File: config.mk
export PLATFORM = sky130hd
export DESIGN_NAME = mxv_demux_sched
export DESIGN_NICKNAME = d
export VERILOG_FILES = /design/src/rtl/mxv_demux_sched.sv
export SDC_FILE = /design/constraint.sdc
export NUM_CORES = 1
export LEC_CHECK = 0
export ABC_CLOCK_PERIOD_IN_PS = 2100
export BUFFER_PORTS_ARGS = -buffer_cell sky130_fd_sc_hd__buf_2
export CAP_MARGIN = 20
export CORE_MARGIN = 2
export CORE_UTILIZATION = 52
export CTS_CLUSTER_SIZE = 24
export DETAILED_ROUTE_END_ITERATION = 7
export GPL_TIMING_DRIVEN = 0
export PLACE_DENSITY = 0.93
export SYNTH_ARGS = -nofsm -noshare
export SYNTH_HDL_FRONTEND = slang
export SYNTH_SLANG_ARGS = --single-unit
File: constraint.sdc
create_clock -name clk -period 2.1 [get_ports clk]
set_input_delay 0.315 -clock clk [delete_from_list [all_inputs] [get_ports clk]]
set_output_delay 0.315 -clock clk [all_outputs]
set_load 0.05 [all_outputs]
File: src/rtl/mxv_demux_sched.sv
// -----------------------------------------------------------------------------
// mxv_demux_sched
//
// Sequencer in front of the 1-to-4 byte demultiplexer of the matrix-vector
// datapath. It takes a valid/ready byte stream and, for every accepted beat,
// produces one cycle later a registered data byte, the demux selector, a
// one-hot lane write strobe and the element index inside that lane. One job
// fills all four lanes with ELEMS_PER_LANE bytes each and ends with a
// single-cycle done pulse that lines up with the strobe of the final write.
//
// Build option:
//   MXV_DEMUX_SCHED_INTERLEAVE_EN  defined   -> interleaved fill order: the
//                                              lane advances on every beat
//                                              and the element index advances
//                                              when the lane wraps 3 -> 0.
//                                  undefined -> block fill order: each lane
//                                              receives all of its elements
//                                              before the next lane starts.
//   The port list is identical in both builds.
//
// Ports:
//   clk          in   system clock, rising edge
//   rst_n        in   asynchronous reset, active low
//   start_i      in   begin a job (only looked at while idle)
//   in_data_i    in   input element (DATA_W)
//   in_valid_i   in   in_data_i is valid
//   in_ready_o   out  beat is accepted this cycle when in_valid_i is high
//   sel_o        out  demux selector, aligned with lane_we_o
//   out_data_o   out  registered element to the demux data input (DATA_W)
//   lane_we_o    out  one-hot lane write strobe, bit k = lane k
//   lane_idx_o   out  element index within the lane (IDX_W)
//   busy_o       out  job in progress
//   done_o       out  one-cycle pulse, job complete
// -----------------------------------------------------------------------------
module mxv_demux_sched #(
    parameter int DATA_W         = 8,
    parameter int ELEMS_PER_LANE = 4,
    parameter int IDX_W          = (ELEMS_PER_LANE > 1) ? $clog2(ELEMS_PER_LANE) : 1
) (
    input  logic              clk,
    input  logic              rst_n,
    input  logic              start_i,
    input  logic [DATA_W-1:0] in_data_i,
    input  logic              in_valid_i,
    output logic              in_ready_o,
    output logic [1:0]        sel_o,
    output logic [DATA_W-1:0] out_data_o,
    output logic [3:0]        lane_we_o,
    output logic [IDX_W-1:0]  lane_idx_o,
    output logic              busy_o,
    output logic              done_o
);

    // -------------------------------------------------------------------------
    // FSM encoding
    // -------------------------------------------------------------------------
    localparam logic [1:0] ST_IDLE = 2'd0;
    localparam logic [1:0] ST_RUN  = 2'd1;
    localparam logic [1:0] ST_DONE = 2'd2;

    localparam logic [IDX_W-1:0] ELEM_LAST = IDX_W'(ELEMS_PER_LANE - 1);
    localparam logic [IDX_W-1:0] ELEM_ONE  = IDX_W'(1);
    localparam logic [1:0]       LANE_LAST = 2'd3;

    // -------------------------------------------------------------------------
    // State
    // -------------------------------------------------------------------------
    logic [1:0]        state_q, state_d;
    logic [1:0]        lane_q, lane_d;
    logic [IDX_W-1:0]  elem_q, elem_d;

    logic [1:0]        sel_q;
    logic [DATA_W-1:0] out_data_q;
    logic [3:0]        lane_we_q, lane_we_d;
    logic [IDX_W-1:0]  lane_idx_q;

    logic              accept;
    logic              last_beat;
    logic [3:0]        lane_dec;

    // A beat is taken only while running; there is no back-pressure in RUN.
    assign in_ready_o = (state_q == ST_RUN);
    assign accept     = in_ready_o && in_valid_i;
    assign last_beat  = accept && (lane_q == LANE_LAST) && (elem_q == ELEM_LAST);

    // One-hot decode of the current lane counter.
    generate
        for (genvar gi = 0; gi < 4; gi++) begin : g_lane_dec
            assign lane_dec[gi] = (lane_q == 2'(gi));
        end
    endgenerate

    // -------------------------------------------------------------------------
    // Next-state logic
    // -------------------------------------------------------------------------
    always_comb begin
        state_d = state_q;
        lane_d  = lane_q;
        elem_d  = elem_q;

        case (state_q)
            ST_IDLE: begin
                if (start_i) begin
                    state_d = ST_RUN;
                    lane_d  = 2'd0;
                    elem_d  = '0;
                end
            end

            ST_RUN: begin
                if (last_beat) begin
                    // Counters are left at zero so the next job starts clean.
                    state_d = ST_DONE;
                    lane_d  = 2'd0;
                    elem_d  = '0;
                end else if (accept) begin
`ifdef MXV_DEMUX_SCHED_INTERLEAVE_EN
                    // Round-robin over lanes; element index steps on lane wrap.
                    lane_d = lane_q + 2'd1;
                    if (lane_q == LANE_LAST) begin
                        elem_d = elem_q + ELEM_ONE;
                    end
`else
                    // Fill one lane completely before moving to the next.
                    if (elem_q == ELEM_LAST) begin
                        elem_d = '0;
                        lane_d = lane_q + 2'd1;
                    end else begin
                        elem_d = elem_q + ELEM_ONE;
                    end
`endif
                end
            end

            ST_DONE: begin
                // Start requests seen here are dropped, not queued.
                state_d = ST_IDLE;
            end

            default: begin
                state_d = ST_IDLE;
                lane_d  = 2'd0;
                elem_d  = '0;
            end
        endcase
    end

    // Strobe is only ever high for the single cycle after an accept.
    assign lane_we_d = accept ? lane_dec : 4'b0000;

    // -------------------------------------------------------------------------
    // Sequential logic
    // -------------------------------------------------------------------------
    always_ff @(posedge clk or negedge rst_n) begin
        if (!rst_n) begin
            state_q <= ST_IDLE;
            lane_q  <= 2'd0;
            elem_q  <= '0;
        end else begin
            state_q <= state_d;
            lane_q  <= lane_d;
            elem_q  <= elem_d;
        end
    end

    // Output register: selector, data and index are captured from the same
    // accepted beat so the downstream demux sees them aligned with the strobe.
    // Without an accept they keep their last values and only the strobe drops.
    always_ff @(posedge clk or negedge rst_n) begin
        if (!rst_n) begin
            sel_q      <= 2'd0;
            out_data_q <= '0;
            lane_we_q  <= 4'b0000;
            lane_idx_q <= '0;
        end else begin
            lane_we_q <= lane_we_d;
            if (accept) begin
                sel_q      <= lane_q;
                out_data_q <= in_data_i;
                lane_idx_q <= elem_q;
            end
        end
    end

    // -------------------------------------------------------------------------
    // Outputs
    // -------------------------------------------------------------------------
    assign sel_o      = sel_q;
    assign out_data_o = out_data_q;
    assign lane_we_o  = lane_we_q;
    assign lane_idx_o = lane_idx_q;
    assign busy_o     = (state_q == ST_RUN);
    // DONE lasts exactly one cycle and is entered on the same edge that
    // registers the final write, so the pulse coincides with that strobe.
    assign done_o     = (state_q == ST_DONE);

endmodule

### After elaboration in Yosys (flattened, before gate mapping)

Cells that the tools add are included.

* word-level logic and storage cells: 41
* register bits: 22

* add/subtract/negate cells: 2
* muxes and demuxes: 13
* equal/unequal tests: 10
* reductions and logical operators: 8
* bitwise gates (word level): 1

Operators by type and width (number)
* 2-bit 2-to-1 mux: 9
* 2-bit case mux with 3 select lines: 2
* 2-bit == test, second input constant: 4
* 3-bit by 1-bit != test with 1-bit output, second input constant: 2
* 2-bit by 1-bit adder with 2-bit output, second input constant: 2
* 2-bit by 1-bit == test with 1-bit output, second input constant: 2
* 2-bit zero test: 2
* 4-bit 2-to-1 mux: 1
* 2-bit case mux with 2 select lines: 1
* 4-bit AND reduction: 1
* 1-bit logical AND: 3
* 3-bit AND reduction: 1
* 2-bit by 1-bit != test with 1-bit output, second input constant: 1
* 2-bit != test, second input constant: 1
* 2-bit AND reduction: 1
* 1-bit NOT: 1

### Longest topological paths before layout

* depth after elaboration: 6
* depth in mapped cells: 5
* mapped depth without buffers: 4

### Worst setup path after synthesis

Ideal clock, no wire load.

* path kind: reg-to-output
* start point: register state_q[0]
* end point: output port done_o
* required time: 1785 ps
* stages on the path, launching flop included: 2
* slack: 624 ps
* data arrival time: 1161 ps
* cells stage by stage: dfrtp_1 nor2b_1

* longest elaborated chain between the ends: 1

RTL lines
* from (decl): line 68 `logic [1:0] state_q, state_d;`
* from (signal assigned): line 160 `state_q <= state_d;`
* 2-bit == test: line 195 `assign done_o = (state_q == ST_DONE);`
* to (decl): line 51 `output logic done_o`

Every way passes these cells.

### Final worst setup path

* start point: register state_q[0]
* end point: output port in_ready_o

* longest elaborated chain between the ends: 1

RTL lines
* 2-bit by 1-bit == test with 1-bit output: line 82 `assign in_ready_o = (state_q == ST_RUN);`
* to (decl): line 45 `output logic in_ready_o,`

Every way passes these cells.

==> parameters.txt <==
Parameter                              Value

STA
  Slew at the pin closest to its max-slew limit    0.4709 ns
  Unrepaired setup endpoints after global routing    false
  Fin Setup TNS    0 ns
  Number of setup violations in the final report    0
  Worst Clk Skew    between 0.006 and 0.007 ns
  Final hold violations    0
  Highest achievable clock rate    ~0.58 GHz
  Tmin final    about 1.7 ns
  Final slew viol count    0
  Worst slew margin relative to its limit    approximately 70%
  Worst hold slack after final layout    approximately 0.23 ns
  Part of the cycle the worst path needs    81.79%

Finish
  Net count reported at finish    approximately 120
  Antenna fix cells    0
  Layout cells sized above 1    between 40% and 50%
  Area Overhead vs Synth    24.18%

Routing
  Detailed-route wire length per cell    about 15 um
  Total Routed Length    roughly 1900 um
  DRC marker count from the first detailed-route iteration    23
  Count of unresolved DRC violations after routing    0
  Remaining antenna violation count    0
  Via density per instance    about 5.3
  Count of TritonRoute iterations in the first routing pass    4
  Via count    ~670

Logic synthesis
  Fraction of the yosys area taken by sequential cells    55.70%
  Yosys reg bits    22
  Number of distinct library cell variants in the gate-level netlist after synthesis    22
  Gate Count Post-Synth    69
  Summed instance area of the synthesized netlist    approximately 990 um^2
  Synth Warn #    0
  Synth Net Count    86
  Average instance area after synthesis    14.33 um^2

Critical path
  Arrival time of data at the critical path endpoint    around 1.4 ns
  Data required time at the worst endpoint    1.78 ns
  R2R Path End    out_data_o[5]
  Start of the worst register-to-register path    state_q[0]
  Worst Setup End Kind    output port
  Setup CP Type    reg -> out
  R2R setup slack    approximately 0.66 ns
  Startpoint type of the worst setup path    flip-flop
  Max Fanout on Critical Path    9
  Worst reg-to-reg path cell count    5

Floorplan
  IO Pins    31
  DIE HEIGHT    47.60 um
  Total die area    ~2300 um^2
  Initial core utilization    56.03%
  Area of the core    around 1800 um^2
  Floorplan row count    15
  X dimension of the die    47.60 um

Power and ir drop
  PD cells    ~1400 nW/um^2
  Maximum vdd ir drop    a little under 1 mV
  Leak Pwr    0.0006506 uW

Place
  Gp weighted congestion    approximately 0.7
  Estimated wirelength of the detail-placed design    1358 um
  Port buffer count    29

Clocking
  Clock transition at the registers of the reported paths    0.13 ns
  Clock net sink count    22
  Master cell of the clock root buffer    sky130_fd_sc_hd__clkbuf_4
  Max Buffers Root-to-Sink    2
  TritonCTS clock tree    done
  H-tree lvl count    1
  Number of post-CTS setup repair buffers    0
  Number of buffers inserted during clock tree synthesis    3
  Latest clock arrival within the worst-skew pair    approximately 0.31 ns

Job
  Maxcap violations    0

Hold path
  Min-Delay Path Depth    2
  Worst min-delay path startpoint    in_data_i[3]
  Class of the tightest hold or removal check    in -> reg
  End point of the worst hold path    out_data_o[3]

GRT
  Vias in the first global route    599
  Global-route wire length before repair    approximately 2900 um
  Largest net degree at the start of global routing    23
  Global-route usage over all layers    between 10% and 20%
  Antenna violations before repair    0
  Residual overflow from global routing    0

Outcome
  Outcome    finished, final reports clean
state kept, by name, indices dropped and copies added, names as in the netlist:
| register | cells |
|---|---|
| out_data_o | 8 |
| lane_we_o | 4 |
| elem_q | 2 |
| lane_idx_o | 2 |
| lane_q | 2 |
| sel_o | 2 |
| state_q | 2 |
repair_timing:
| item | 4_1_cts | 5_1_grt |
|---|---|---|
| gates resized for setup | 0 | 0 |
| hold endpoints to repair | 22 | 0 |
| hold buffers | 1 | 0 |
worst max path at each step:
| stage | start | endpoint | slack (ns) | depth (start not counted) |
|---|---|---|---|---|
| final | state_q[0] | in_ready_o | 0.38 | 4 |
| after global routing | state_q[0] | in_ready_o | 0.30 | 4 |
| after CTS | state_q[0] | in_ready_o | 0.39 | 4 |
| after detailed placement | state_q[0] | out_data_o[2] | 0.71 | 5 |
| after global placement | state_q[0] | out_data_o[4] | 0.74 | 5 |
| after floorplan | state_q[0] | done_o | 0.62 | 1 |
cell families after synthesis:
family                   after synthesis  share of synthesized area [%]
AO/OA/AOI/OAI                          7                          5.697
adder cells (fa/ha/maj)                5                          6.329
buffers and inverters                  7                          4.937
flip-flops                            22                          55.70
multiplexers                          13                          17.72
AND/OR/NAND/NOR                       15                          9.620
cell type report:
class,instances,area (um^2)
clock buffer,3,22.52
fill,144,536.8
timing repair buffer,30,155.1
multi-input combinational,40,389.1
clock inverter,1,30.03
inverter,4,17.52
buffer,3,31.28
sequential,22,550.5
tap,25,31.28
where the power goes:
group	total (uW)	switching, uW	leakage (uW)	internal (uW)
Sequential	641	93.4	0.000269	547
Clock	326	133	0.0000279	193
Combinational	785	523	0.000354	263
Total	1750	749	0.000651	1000
metrics by stage:
| step | instances | setup WS, ns | instance area, um^2 | power [uW] | utilization, % |
|---|---|---|---|---|---|
| detailed placement | 123 | 0.7076 | 1165 | 1427 | 66.03 |
| global placement | 123 | 0.7412 | 1165 | 1389 | 66.03 |
| CTS | 128 | 0.3925 | 1227 | 1757 | 69.57 |
| global route | 128 | 0.3022 | 1227 | 1844 | 69.57 |
| floorplan | 69 | 0.6240 | 988.4 | 1242 | - |
| finish | 128 | 0.3823 | 1227 | 1752 | 69.57 |
cell usage after synthesis (all sizes together):
cell type | n | area [um^2]
a22o | 3 | 26.28
mux2i | 1 | 10.01
nor2b | 1 | 6.260
ha | 5 | 62.56
and2 | 4 | 27.53
clkbuf | 1 | 3.750
o32ai | 1 | 8.760
nand2 | 1 | 3.750
dfrtp | 22 | 550.5
and3 | 4 | 25.02
mux2 | 12 | 165.2
o22ai | 2 | 12.51
nand2b | 1 | 13.76
inv | 4 | 17.52
a311oi | 1 | 8.760
nor2 | 3 | 11.26
buf | 2 | 27.53
and2b | 1 | 7.510
cell usage in the layout (no fill, tap or decap):
cell type	netlist	layout
sky130_fd_sc_hd__a22o_1	3	3
sky130_fd_sc_hd__a311oi_1	1	1
sky130_fd_sc_hd__and2_1	3	3
sky130_fd_sc_hd__and2_4	1	1
sky130_fd_sc_hd__and2b_1	1	1
sky130_fd_sc_hd__and3_1	4	4
sky130_fd_sc_hd__buf_12	1	1
sky130_fd_sc_hd__buf_2	0	29
sky130_fd_sc_hd__buf_4	1	1
sky130_fd_sc_hd__bufinv_16	0	1
sky130_fd_sc_hd__clkbuf_1	1	1
sky130_fd_sc_hd__clkbuf_4	0	3
sky130_fd_sc_hd__dfrtp_1	22	22
sky130_fd_sc_hd__dlygate4sd3_1	0	1
sky130_fd_sc_hd__ha_1	5	5
sky130_fd_sc_hd__inv_1	3	3
sky130_fd_sc_hd__inv_4	1	1
sky130_fd_sc_hd__mux2_2	4	4
sky130_fd_sc_hd__mux2_4	8	8
sky130_fd_sc_hd__mux2i_1	1	1
sky130_fd_sc_hd__nand2_1	1	1
sky130_fd_sc_hd__nand2b_4	1	1
sky130_fd_sc_hd__nor2_1	3	3
sky130_fd_sc_hd__nor2b_1	1	1
sky130_fd_sc_hd__o22ai_1	2	2
sky130_fd_sc_hd__o32ai_1	1	1
worst max-delay path, stage by stage (launching register included):
cell	delay, ns
sky130_fd_sc_hd__dfrtp_1	0.53
sky130_fd_sc_hd__nand2b_4	0.11
sky130_fd_sc_hd__inv_4	0.10
sky130_fd_sc_hd__buf_4	0.10
sky130_fd_sc_hd__buf_2	0.24
per-layer routing:
layer / routed length (um) / vias to the layer above / track usage, %
met1: 756 / 323 / 25.80
met3: 110 / 7 / 3.396
met4: 44 / 0 / 9.730
met2: 971 / 34 / 30.27
met5: 0 / - / 0
li1: - / 309 / -
Note: power is estimated with default switching activity, not from simulation.
